File: src/rtl/instruction_fetch_unit.sv
// Instruction fetch unit: sequential PC, 2-entry fetch buffer toward decode,
// redirect handling and halt-on-illegal-PC fault state.
module instruction_fetch_unit #(
    parameter int                      DATA_WIDTH   = 32,
    parameter logic [DATA_WIDTH-1:0]   RESET_PC     = 32'h0040_0000,
    parameter int                      MEMORY_DEPTH = 32
) (
    input  logic                  clk,
    input  logic                  reset,
    output logic [DATA_WIDTH-1:0] mem_address,
    input  logic [DATA_WIDTH-1:0] mem_instruction,
    input  logic                  redirect_valid,
    input  logic [DATA_WIDTH-1:0] redirect_pc,
    output logic                  out_valid,
    input  logic                  out_ready,
    output logic [DATA_WIDTH-1:0] out_instruction,
    output logic [DATA_WIDTH-1:0] out_pc,
    output logic                  fault
);

    typedef enum logic {S_RUN, S_FAULT} state_t;

    // One extra bit so the upper bound cannot wrap at the top of the address space
    localparam logic [DATA_WIDTH:0] PC_LO = {1'b0, RESET_PC};
    localparam logic [DATA_WIDTH:0] PC_HI = PC_LO + (DATA_WIDTH+1)'(4 * MEMORY_DEPTH);

    state_t                          r_state;
    logic                            r_fault;
    logic [DATA_WIDTH-1:0]           r_pc;
    logic [1:0]                      r_count;
    logic [1:0][DATA_WIDTH-1:0]      r_q_pc;
    logic [1:0][DATA_WIDTH-1:0]      r_q_ins;

    logic                            w_legal;
    logic                            w_pop;
    logic                            w_fetch;

    assign w_legal = (r_pc[1:0] == 2'b00) && ({1'b0, r_pc} >= PC_LO) && ({1'b0, r_pc} < PC_HI);
    assign w_pop   = out_valid && out_ready;
    assign w_fetch = (r_state == S_RUN) && !redirect_valid && w_legal
                     && ((r_count != 2'd2) || w_pop);

    always_ff @(posedge clk) begin
        if (reset) begin
            r_pc    <= RESET_PC;
            r_count <= 2'd0;
            r_state <= S_RUN;
            r_fault <= 1'b0;
        end else if (redirect_valid) begin
            r_pc    <= redirect_pc;
            r_count <= 2'd0;
            r_state <= S_RUN;
            r_fault <= 1'b0;
        end else begin
            case (r_state)
                S_RUN: begin
                    if (!w_legal) begin
                        r_state <= S_FAULT;
                        r_fault <= 1'b1;
                    end
                end
                default: begin
                    r_state <= S_FAULT;
                    r_fault <= 1'b1;
                end
            endcase

            if (w_fetch)
                r_pc <= r_pc + DATA_WIDTH'(4);

            // Entry 0 is always the head; a pop shifts entry 1 forward
            case ({w_pop, w_fetch})
                2'b01: begin
                    r_q_pc[r_count[0]]  <= r_pc;
                    r_q_ins[r_count[0]] <= mem_instruction;
                    r_count             <= r_count + 2'd1;
                end
                2'b10: begin
                    r_q_pc[0]  <= r_q_pc[1];
                    r_q_ins[0] <= r_q_ins[1];
                    r_count    <= r_count - 2'd1;
                end
                2'b11: begin
                    if (r_count == 2'd1) begin
                        r_q_pc[0]  <= r_pc;
                        r_q_ins[0] <= mem_instruction;
                    end else begin
                        r_q_pc[0]  <= r_q_pc[1];
                        r_q_ins[0] <= r_q_ins[1];
                        r_q_pc[1]  <= r_pc;
                        r_q_ins[1] <= mem_instruction;
                    end
                end
                default: ;
            endcase
        end
    end

    assign mem_address     = r_pc;
    assign out_valid       = (r_count != 2'd0);
    assign out_pc          = out_valid ? r_q_pc[0]  : '0;
    assign out_instruction = out_valid ? r_q_ins[0] : '0;
    assign fault           = r_fault;

endmodule

File: config.mk
export PLATFORM = sky130hd
export DESIGN_NAME = instruction_fetch_unit
export DESIGN_NICKNAME = d
export VERILOG_FILES = /design/src/rtl/instruction_fetch_unit.sv
export SDC_FILE = /design/constraint.sdc
export NUM_CORES = 1
export LEC_CHECK = 0
export ABC_AREA = 1
export CORE_AREA = 2 2 145 147
export DETAILED_ROUTE_END_ITERATION = 8
export DIE_AREA = 0 0 147 149
export GPL_TIMING_DRIVEN = 0
export PLACE_DENSITY_LB_ADDON = 0.12
export SYNTH_ARGS = -nofsm -noshare
export SYNTH_HDL_FRONTEND = slang
export SYNTH_SLANG_ARGS = --single-unit
File: constraint.sdc
create_clock -name clk -period 4.9 [get_ports clk]
set_input_delay 1.225 -clock clk [delete_from_list [all_inputs] [get_ports clk]]
set_output_delay 1.225 -clock clk [all_outputs]
set_load 0.01 [all_outputs]
==> flow_summary.ini, run 1 <==
[outcome]
outcome = complete, no violations

[sta]
fmax_mhz = 218.3
period_share_pct = 93.51
hold_viol_final = 0
finClkSkew_ps = 8.722
post-route-min-period_ps = 4582
setup_violations = 0
drv_slew = 0
slew_headroom_pct = 38.08
worst_slew_pin_slew_ps = 928.7
rsz0062_at_grt = no
timing.final.ws_setup_ps = 318.2

[hold_path]
whs_endpoint = fault
worstHoldPathCells = 2
hp-start = fault
hp-class = register to register

[placed_design]
placed_cell_area_um2 = 11170
dp.cells = 1510
gp_congestion = 0.8791
place_ws_ps = -179.0
io_buffers = 165
dp_hpwl_um = 19420

[route]
drt-total-wl_um = 27250
num_vias = 7915
ant_nets = 0
drt_first_pass_iters = 5
drc = 0
drtIter0Drc = 651
avgViaCountPerCell = 5.123
wire_per_inst_um = 17.64

[final_layout]
drive_gt1_share_pct = 12.13
fillers = 1894
multi_input_area_um2 = 3527
area_delta_synth_final_pct = 30.80
antennaDiodeCount = 0
fin_nets = 1330
regArea_um2 = 4564
final_cell_area_um2 = 11870
fin_cells = 1545

[worst_setup_path]
critical_path_arrival_ps = 3360
path_cells = buf_2, clkinvlp_4, clkbuf_2, ha_1, clkbuf_1, clkbuf_2, nor2_1, clkdlybuf4s50_1
crit_path_frequent_cell = clkbuf_2
max_stage_delay_ps = 580
r2r_cells = 13
crit_path_end_kind = output port
cp-start-kind = register
critPathBufInv = 6
r2r_start = r_count[0]
cpMaxStageDelayCell = clkdlybuf4s50_1
reg2reg_to = r_q_ins[25]
critPathTopFamily = buffers and inverters
worst-setup-path-type = register to output port
reg2reg_slack_ps = 1160
crit_required_ps = 3670
crit_path_max_fanout = 11

[cts]
clkTransAtPathRegs_ps = 60
clk_path_buf_depth = 2
cts_buffers = 17
cts_tree = yes
cts_sinks = 164
hold_buffers = 0
clock_latency_ps = 430
cts_max_level = 4
cts_root_buf = clkbuf_16

[global_routing]
grt_max_degree = 26
grt_first_pass_wirelength_um = 41610
grt_antenna_before_repair = 0
grt_util_all_layers_pct = 25.22
grt_overflow = 0
grt_pass1_vias = 7291

[floorplanning]
die_w_um = 147
coreArea_um2 = 20560
initial_utilization_pct = 44.13
io_pins = 166
dieArea_um2 = 21900
die-height_um = 149
rows = 53

[yosys]
syn_inst = 1066
synth.avg_cell_area_um2 = 8.511
async_reset_ff_share_pct = 0
synth.cell_area_um2 = 9072
synth.top_cells.by_count = 223 x nand2_1, 156 x inv_1, 147 x nor2_1
ys.flop_type = edfxtp_1
syn_nets = 1139
synthDominantCellAreaShare_pct = 42.37
synth-seq-area-share_pct = 50.31
synthTopCellsByArea = edfxtp_1 42%, nand2_1 9.2%, dfxtp_1 7.9%, o211ai_2 6.9%, inv_1 6.5%
synth.most_common_cell = nand2_1
yosys_warnings = 0
synth_cell_types = 30
ys_ff_latch = 164
synth_edf_count = 128
yosysTopAreaCell = edfxtp_1

[pwr]
vdd_drop_max_mv = 0.2207
p_leak_nw = 4.863
p_total_mw = 3.318
powerDensity_nw_per_um2 = 279.6

[flow_run]
cap_violations = 0
## cell families (layout without fill, tap and decap cells)
| family | after synthesis | in the layout | share of synthesized area, % |
|---|---|---|---|
| xor+xnor | 4 | 4 | 0.3861 |
| flops | 164 | 164 | 50.31 |
| simple gates | 492 | 492 | 22.99 |
| fa+ha+maj | 5 | 5 | 0.6896 |
| buf+inv | 232 | 436 | 11.02 |
| mux | 14 | 14 | 1.545 |
| compound gates | 155 | 155 | 13.06 |
## worst max-delay path by stage
stage / start / endpoint / slack [ps] / depth (start not counted)
finish: r_count[0] / out_pc[26] / 320 / 8
global route: r_count[0] / out_pc[28] / 140 / 8
CTS: r_count[0] / out_pc[28] / 100 / 8
detailed placement: r_count[0] / out_pc[28] / -180 / 9
global placement: r_count[0] / r_q_pc[19] / -860 / 13
floorplan: r_count[0] / r_q_ins[0] / 800 / 13
## stage by stage
step | util [%] | hold WS [ps] | setup TNS [ps]
final | 57.72 | 535.1 | 0
after global routing | 57.72 | 565.4 | 0
after CTS | 57.56 | 529.6 | 0
after detailed placement | 54.36 | 515.7 | -1106
after global placement | 53.87 | 520.1 | -109480
after floorplan | - | 493.2 | 0
## flip-flops by register name, summed over array words and instances, names as in the netlist
register     count
fault            1
mem_address     32
r_state          1
r_count          2
r_q_pc          64
r_q_ins         64
## final cells by class
type / count / area share, %
clock inverters: 15 / 1.930
inverters: 164 / 5.240
plain buffers: 67 / 3.248
flip-flops and latches: 164 / 38.46
clock buffers: 17 / 3.585
well taps: 275 / 2.900
multi-input cells: 670 / 29.72
repair buffers: 173 / 14.91
## metal layers
metal	routed length, µm	vias to the layer above	GRT usage, %
met1	12080	3740	34.25
li1	-	3850	-
met3	1855	32	4.862
met2	12830	293	41.64
met5	0	-	0
met4	481	0	6.875
## worst register-to-register path, delay by kind of cell (launching register included)
kind            cells  cell delay [ps]
simple gates        2              250
fa+ha+maj           1              290
flops               1              340
compound gates      2              880
buf+inv             8             1660
## repair_timing
item / CTS / global route
buffers inserted: 0 / 4
cloned: 0 / 0
gates resized for setup: 6 / 1
setup endpoints to repair: 60 / 20
pin swaps: 0 / 0
## placed cells by master, fill, tap and decap left out, types with 3 or more instances in the layout
| master | Yosys | final |
|---|---|---|
| clkdlybuf4s50_1 | 0 | 165 |
| clkbuf_2 | 0 | 5 |
| mux2i_1 | 14 | 14 |
| clkbuf_1 | 37 | 31 |
| buf_4 | 0 | 4 |
| nor2_4 | 10 | 11 |
| xor2_1 | 4 | 4 |
| o211ai_1 | 10 | 10 |
| inv_6 | 0 | 3 |
| bufinv_16 | 0 | 5 |
| buf_2 | 8 | 9 |
| nor2_2 | 11 | 11 |
| clkbuf_16 | 0 | 17 |
| nand2_1 | 223 | 223 |
| inv_1 | 156 | 155 |
| edfxtp_1 | 128 | 128 |
| ha_1 | 5 | 5 |
| o211ai_2 | 50 | 50 |
| clkinvlp_4 | 0 | 5 |
| buf_1 | 8 | 7 |
| inv_2 | 7 | 7 |
| dfxtp_1 | 36 | 36 |
| buf_6 | 14 | 14 |
| nand3_1 | 94 | 94 |
| nor2_1 | 147 | 146 |
| buf_12 | 0 | 3 |
| a21oi_1 | 18 | 18 |
| o21ai_0 | 72 | 72 |
## power by group
group | switching (mW) | internal, mW
Clock | 0.587 | 0.910
Sequential | 0.0399 | 1.51
Combinational | 0.130 | 0.142
Note: power is estimated with default switching activity, not from simulation.
==> inputs of run 2 (changes only) <==
--- a/config.mk
+++ b/config.mk
@@ -7,6 +7,7 @@
 export LEC_CHECK = 0
 export ABC_AREA = 1
 export CORE_AREA = 2 2 145 147
+export CTS_CLUSTER_SIZE = 8
 export DETAILED_ROUTE_END_ITERATION = 8
 export DIE_AREA = 0 0 147 149
 export GPL_TIMING_DRIVEN = 0
==> results of run 2 <==
No change in the layout: final DEF, timing and power equal those of run 1.
